## config.mk

```make
export PLATFORM = sky130hd
export DESIGN_NAME = tlul_fetch_host
export DESIGN_NICKNAME = d
export VERILOG_FILES = /design/src/rtl/tlul_fetch_host.sv
export SDC_FILE = /design/constraint.sdc
export NUM_CORES = 1
export LEC_CHECK = 0
export CAP_MARGIN = 5
export CORE_MARGIN = 5
export CORE_UTILIZATION = 29
export CTS_CLUSTER_SIZE = 14
export DETAILED_ROUTE_END_ITERATION = 10
export PLACE_DENSITY = 0.82
export SKIP_LAST_GASP = 1
export SYNTH_ARGS = -nofsm -noshare
export SYNTH_HDL_FRONTEND = slang
export SYNTH_SLANG_ARGS = --single-unit
```

## constraint.sdc

```tcl
create_clock -name clock -period 2.5 [get_ports clock]
set_clock_uncertainty 0.05 [all_clocks]
set_input_delay 0.75 -clock clock [delete_from_list [all_inputs] [get_ports clock]]
set_output_delay 0.75 -clock clock [all_outputs]
set_load 0.1 [all_outputs]
```

## src/rtl/tlul_fetch_host.sv

```systemverilog
// tlul_fetch_host: core fetch req/gnt to in-order TL-UL Get host; ports clock, reset(n), req_i/addr_i/gnt_o, rvalid_o/rdata_o/err_o, tl_o/tl_i, flush_i only with TLUL_FETCH_FLUSH_EN
package tlul_pkg;
  typedef struct packed {
    logic        a_valid;
    logic [2:0]  a_opcode;
    logic [2:0]  a_param;
    logic [1:0]  a_size;
    logic [7:0]  a_source;
    logic [31:0] a_address;
    logic [3:0]  a_mask;
    logic [31:0] a_data;
    logic [15:0] a_user;
    logic        d_ready;
  } tl_h2d_t;
  typedef struct packed {
    logic        d_valid;
    logic [2:0]  d_opcode;
    logic [2:0]  d_param;
    logic [1:0]  d_size;
    logic [7:0]  d_source;
    logic        d_sink;
    logic [31:0] d_data;
    logic [15:0] d_user;
    logic        d_error;
    logic        a_ready;
  } tl_d2h_t;
endpackage

module tlul_fetch_host #(
  parameter int AW = 32,
  parameter int Outstanding = 2
) (
  input  logic              clock,
  input  logic              reset,
  input  logic              req_i,
  input  logic [AW-1:0]     addr_i,
  output logic              gnt_o,
  output logic              rvalid_o,
  output logic [31:0]       rdata_o,
  output logic              err_o,
`ifdef TLUL_FETCH_FLUSH_EN
  input  logic              flush_i,
`endif
  output tlul_pkg::tl_h2d_t tl_o,
  input  tlul_pkg::tl_d2h_t tl_i
);
  localparam int SrcW = Outstanding > 1 ? $clog2(Outstanding) : 1;
  localparam logic [SrcW:0] max_pend = (SrcW+1)'(Outstanding);
  logic [SrcW-1:0] r_issue, r_expect;
  logic [SrcW:0]   r_pending;
  logic            r_rvalid, r_err;
  logic [31:0]     r_rdata;
  logic            w_a_valid, w_a_hs, w_d_take, w_drop, w_deliver, w_err;
  function automatic logic [SrcW-1:0] nxt(input logic [SrcW-1:0] p);
    return p == SrcW'(Outstanding-1) ? '0 : p + 1'b1;
  endfunction
  assign w_a_valid = req_i && (r_pending < max_pend);
  assign w_a_hs    = w_a_valid && tl_i.a_ready;
  assign w_d_take  = tl_i.d_valid && (r_pending != '0);
  assign w_deliver = w_d_take && !w_drop;
  assign w_err     = tl_i.d_error || (tl_i.d_opcode != 3'd1) || (tl_i.d_source != 8'(r_expect));
  assign gnt_o     = w_a_hs;
  assign rvalid_o  = r_rvalid;
  assign rdata_o   = r_rdata;
  assign err_o     = r_err;
  always_comb begin
    tl_o           = '0;
    tl_o.a_valid   = w_a_valid;
    tl_o.a_opcode  = 3'd4;
    tl_o.a_size    = 2'd2;
    tl_o.a_source  = 8'(r_issue);
    tl_o.a_address = 32'({addr_i[AW-1:2], 2'b00});
    tl_o.a_mask    = 4'hF;
    tl_o.d_ready   = 1'b1;
  end
  always_ff @(posedge clock) begin
    if (!reset) begin
      r_issue   <= '0;
      r_expect  <= '0;
      r_pending <= '0;
      r_rvalid  <= 1'b0;
      r_err     <= 1'b0;
      r_rdata   <= '0;
    end else begin
      if (w_a_hs) r_issue <= nxt(r_issue);
      if (w_d_take) r_expect <= nxt(r_expect);
      r_pending <= r_pending + {{SrcW{1'b0}}, w_a_hs} - {{SrcW{1'b0}}, w_d_take};
      r_rvalid  <= w_deliver;
      if (w_deliver) r_rdata <= tl_i.d_data;
      if (w_deliver) r_err <= w_err;
    end
  end
`ifdef TLUL_FETCH_FLUSH_EN
  logic [SrcW:0] r_discard;
  assign w_drop = w_d_take && (flush_i || r_discard != '0);
  always_ff @(posedge clock) begin
    if (!reset) r_discard <= '0;
    else if (flush_i) r_discard <= r_pending - {{SrcW{1'b0}}, w_d_take};
    else if (w_d_take && r_discard != '0) r_discard <= r_discard - 1'b1;
  end
`else
  assign w_drop = 1'b0;
`endif
  logic w_unused;
  assign w_unused = ^{addr_i[1:0], tl_i.d_param, tl_i.d_size, tl_i.d_sink, tl_i.d_user};
endmodule

```

=== Yosys cells after proc, flatten, opt, wreduce, memory -nomap -nowiden ===
Cells that the tools add are included.

* Bits in latches: 0
* Logic and storage cells: 21
* Memories kept: 0
* Bits in writable memories: 0
* Bits of input ports: 103
* Register bits: 38
* Bits in read-only memories: 0

* Multiplexer cells: 2
* Reduce and logical (&&, ||, !) cells: 6
* Div/mod/pow operators: 0
* Magnitude comparators: 1
* Shifts and indexed selects: 0
* $mul: 0
* Bitwise gates (word level): 0
* Equality and inequality tests: 2
* $add $sub $neg: 4

{| class="wikitable"
|+ Operators by type and width
! cell !! number
|-
| != test 8 x 1 -> 1 bit || 1
|-
| logical AND 1 bit || 3
|-
| != test 3 x 1 -> 1 bit (second input constant) || 1
|-
| adder 1 bit (second input constant) || 2
|-
| adder 2 x 1 -> 2 bit || 1
|-
| logical OR 1 bit || 2
|-
| < comparator 2 bit (second input constant) || 1
|-
| 2-to-1 mux 1 bit || 2
|-
| nonzero test 2 bit || 1
|-
| subtractor 2 x 1 -> 2 bit || 1
|}

=== Logic depth before layout (Yosys ltp) ===
* Depth in word-level cells: 5
* Gate-level depth with buffers: 9
* Gate-level depth less buffers: 8

=== Worst setup path after synthesis ===
OpenSTA, ideal clock, no wires.

* Kind: input to register
* Start point: input tl_i[0] in the netlist's numbering
* End point: register r_pending[1]
* Setup time: 0.115 ns
* Buffers on the path: 0
* Data required time: 2.335 ns
* Arrival: 2.224 ns
* Setup slack: 0.111 ns
* Cell stages on the path: 5
* Cells stage by stage: and3b_1 > ha_1 > xnor2_1 > xnor2_1 > and2_1

* Word-level cells in the longest chain between the ends: 3

{| class="wikitable"
|+ Ends and longest elaborated chain
! element !! line !! RTL
|-
| start, declared || 45 || <nowiki>input tlul_pkg::tl_d2h_t tl_i</nowiki>
|-
| logical AND 1 bit || 58 || <nowiki>assign w_a_hs = w_a_valid && tl_i.a_ready;</nowiki>
|-
| adder 2 x 1 -> 2 bit || 87 || <nowiki>r_pending <= r_pending + {{SrcW{1'b0}}, w_a_hs} - {{SrcW{1'b0}}, w_d_take};</nowiki>
|-
| subtractor 2 x 1 -> 2 bit || 87 ||
|-
| end signal, assigned || 87 ||
|-
| end, declared || 50 || <nowiki>logic [SrcW:0] r_pending;</nowiki>
|}

Every way passes these cells.
A chain may end at the register's enable or synchronous reset.

==> impl_metrics.py <==
metrics = {
    "clock_tree": {
        "ctsResizeCount": 0,
        "cts_made_buffers": 5,
        "insertion_delay_ps": 280,
        "htreeDepth": 2,
        "ctsLongestPathBuffers": 2,
        "clk_pin_slew_ps": 70,
        "cts.sinks": 38,
        "root_buffer": "clkbuf_8",
        "cts_hold_buf": 0,
        "post_cts.repair.setup_buffers": 0,
        "cts_tree": "yes",
    },
    "global_route": {
        "grt_pass1_vias": 1570,
        "antenna_found_initial": 0,
        "grt_pass1_wl_um": 7530,
        "track_usage": 0.0965,
        "grt_overflow": 0,
        "grt_max_degree": 39,
    },
    "sta": {
        "slew_viol_final": 0,
        "period_share": 0.985,
        "hold_slack_ps": 402,
        "fin_crit_ps": 2460,
        "max_freq_mhz": 406,
        "setup_viol": 0,
        "setup_tns_ps": 0,
        "rsz0062_at_grt": "no",
        "finalHoldViolations": 0,
    },
    "yosys": {
        "avgSynthCellArea_sq_um": 8.36,
        "synthDominantCellAreaShare": 0.343,
        "yosysSeqAreaShare": 0.335,
        "yosysTopAreaCell": "buf_4",
        "synth.distinct_cells": 22,
        "synthTopCellsByArea": "buf_4 (34%), dfxtp_1 (33%), nand2_1 (11%)",
        "netlist_area_sq_mm": 0.00227,
        "synth-seq-cells": 38,
        "yosysWarnings": 0,
        "synthCells": 272,
    },
    "drt": {
        "dr.pass1.iters": 4,
        "drt_iter0_drc": 25,
        "via_per_inst": 3.80,
        "wl_um": 5030,
        "wire_per_inst_um": 11.8,
        "drc": 0,
        "vias": 1618,
        "drtAntennaViolNets": 0,
    },
    "place": {
        "gp_congestion": 0.684,
        "dpl_cell_area_sq_mm": 0.00263,
        "hpwl_um": 3880,
        "placement.io_buffers": 85,
    },
    "flow_run": {
        "drv_cap": 0,
    },
    "finish": {
        "final_util": 0.357,
        "final_area_sq_mm": 0.00274,
        "diodes": 0,
        "area_delta_synth_final_pct": 20.6,
        "n_fill_cell": 791,
        "nNetsFinal": 429,
        "drive_above_1_share": 0.154,
    },
    "setup_path": {
        "ff2ff_setup_slack_ps": 880,
        "cp_max_fo": 2,
        "worst_setup_path_end_kind": "output pin",
        "arrival_ps": 1660,
        "rr_worst_depth": 8,
        "worstReg2RegStart": "r_pending[1]$_SDFF_PN0_",
        "cp.required_ps": 1700,
        "path_class": "in -> out",
        "r2r-end": "r_pending[1]$_SDFF_PN0_",
        "startpoint_type": "input pin",
    },
    "die": {
        "fp.coreArea_sq_mm": 0.00769,
        "rows": 32,
        "dieArea_sq_mm": 0.00971,
        "ios": 240,
        "die_h_um": 98.5,
        "initial_core_util": 0.296,
        "fp.dieW_um": 98.5,
    },
    "hold_path": {
        "hold_depth": 2,
        "holdCritStartpoint": "rdata_o[17]$_SDFFE_PN0P_",
        "hold_path.class": "reg -> reg",
        "min_to": "rdata_o[17]$_SDFFE_PN0P_",
    },
    "status": {
        "outcome": "finished clean",
    },
    "power": {
        "seq_power_share": 0.255,
        "pwr_density_cell_mw_per_mm2": 1100,
        "power_frac_comb": 0.569,
        "ir_drop_mv": 0.331,
        "swShare": 0.551,
        "p_leak_nw": 1.21,
        "p_int_mw": 1.36,
        "clkPwrFrac": 0.176,
        "p_switching_mw": 1.67,
        "p_total_mw": 3.03,
    },
}
==> worst max-delay path, cell delays in order <==
cell and delay, ps:
clkdlybuf4s50_1 460, nor2b_1 230, buf_12 210
==> how the worst max path moves through the flow <==
stage / startpoint / to / slack, ps / depth (start not counted)
5_1_grt: req_i / tl_o[101] / 5 / 3
3_3_place_gp: req_i / tl_o[101] / 70 / 3
3_5_place_dp: req_i / tl_o[101] / 30 / 3
6_report: req_i / tl_o[101] / 40 / 3
4_1_cts: req_i / tl_o[101] / 20 / 3
2_1_floorplan: tl_i[0] / r_pending[1]$_SDFF_PN0_ / 110 / 5
==> logic make-up (layout without fill, tap and decap cells) <==
family | after synthesis | after routing | share of synthesized area
AND/OR/NAND/NOR | 75 | 75 | 0.139
other | 2 | 70 | 0.00330
AO/OA/AOI/OAI | 35 | 35 | 0.117
buffers and inverters | 115 | 99 | 0.376
flip-flops | 38 | 38 | 0.335
XOR/XNOR | 5 | 5 | 0.0193
adder cells (fa/ha/maj) | 2 | 2 | 0.0110
==> routing by layer <==
layer	GRT usage	up-vias	wire, um
met1	0.0925	743	1590
met2	0.187	79	2870
met4	0.0462	0	110
met3	0.0276	17	467
li1	-	779	-
met5	0	-	0
==> flip-flops by register name, indices dropped and copies added, names as in the netlist <==
| name | count |
|---|---|
| rvalid_o | 1 |
| r_issue | 1 |
| err_o | 1 |
| rdata_o | 32 |
| r_expect | 1 |
| r_pending | 2 |
==> Yosys cell counts (all sizes together) <==
library cell and instances:
a21boi 32, a21oi 1, and2 4, and3b 1
and4 1, buf 108, clkbuf 4, conb 2
dfxtp 38, ha 2, inv 3, nand2 64
nor2b 2, nor3 1, nor4 1, nor4b 1
o21ai 2, xnor2 5
==> cell type report <==
class | count | area (sq um) | share of cell area
Multi-Input combinational cell | 187 | 913 | 0.333
Timing Repair Buffer | 89 | 813 | 0.297
Sequential cell | 38 | 761 | 0.277
Tap cell | 102 | 128 | 0.0466
Clock buffer | 6 | 82.6 | 0.0301
Clock inverter | 1 | 30.0 | 0.0110
Inverter | 3 | 13.8 | 0.00502
==> per-stage QoR <==
stage          instances  worst slack, ps
6_report             426             37.1
5_1_grt              426             5.19
4_1_cts              426             23.7
3_5_place_dp         419             28.5
3_3_place_gp         419             67.1
2_1_floorplan        340              111
==> placed cells by master, fill, tap and decap left out <==
master | Yosys | layout
nor3_1 | 1 | 1
clkdlybuf4s50_1 | 0 | 48
o21ai_4 | 1 | 1
and4_1 | 1 | 1
buf_12 | 0 | 2
dfxtp_1 | 38 | 38
nor4b_1 | 1 | 1
conb_1 | 2 | 70
nor2b_1 | 2 | 2
inv_1 | 2 | 2
and2_1 | 4 | 4
inv_4 | 1 | 1
xnor2_1 | 5 | 5
buf_4 | 104 | 39
a21boi_1 | 30 | 30
nor4_1 | 1 | 1
clkbuf_8 | 0 | 6
ha_1 | 2 | 2
nand2_1 | 64 | 64
and3b_1 | 1 | 1
o21ai_1 | 1 | 1
a21oi_1 | 1 | 1
bufinv_16 | 0 | 1
a21boi_0 | 2 | 2
==> power groups by stage <==
stage	registers [mW]	clock network (mW)	logic [mW]
5_1_grt	0.787	0.577	1.79
4_1_cts	0.775	0.562	1.74
2_1_floorplan	1.40	0	1.15
3_3_place_gp	0.784	0	1.72
3_5_place_dp	0.789	0	1.73
6_report	0.773	0.532	1.72
(Power assumes the default switching activity.)
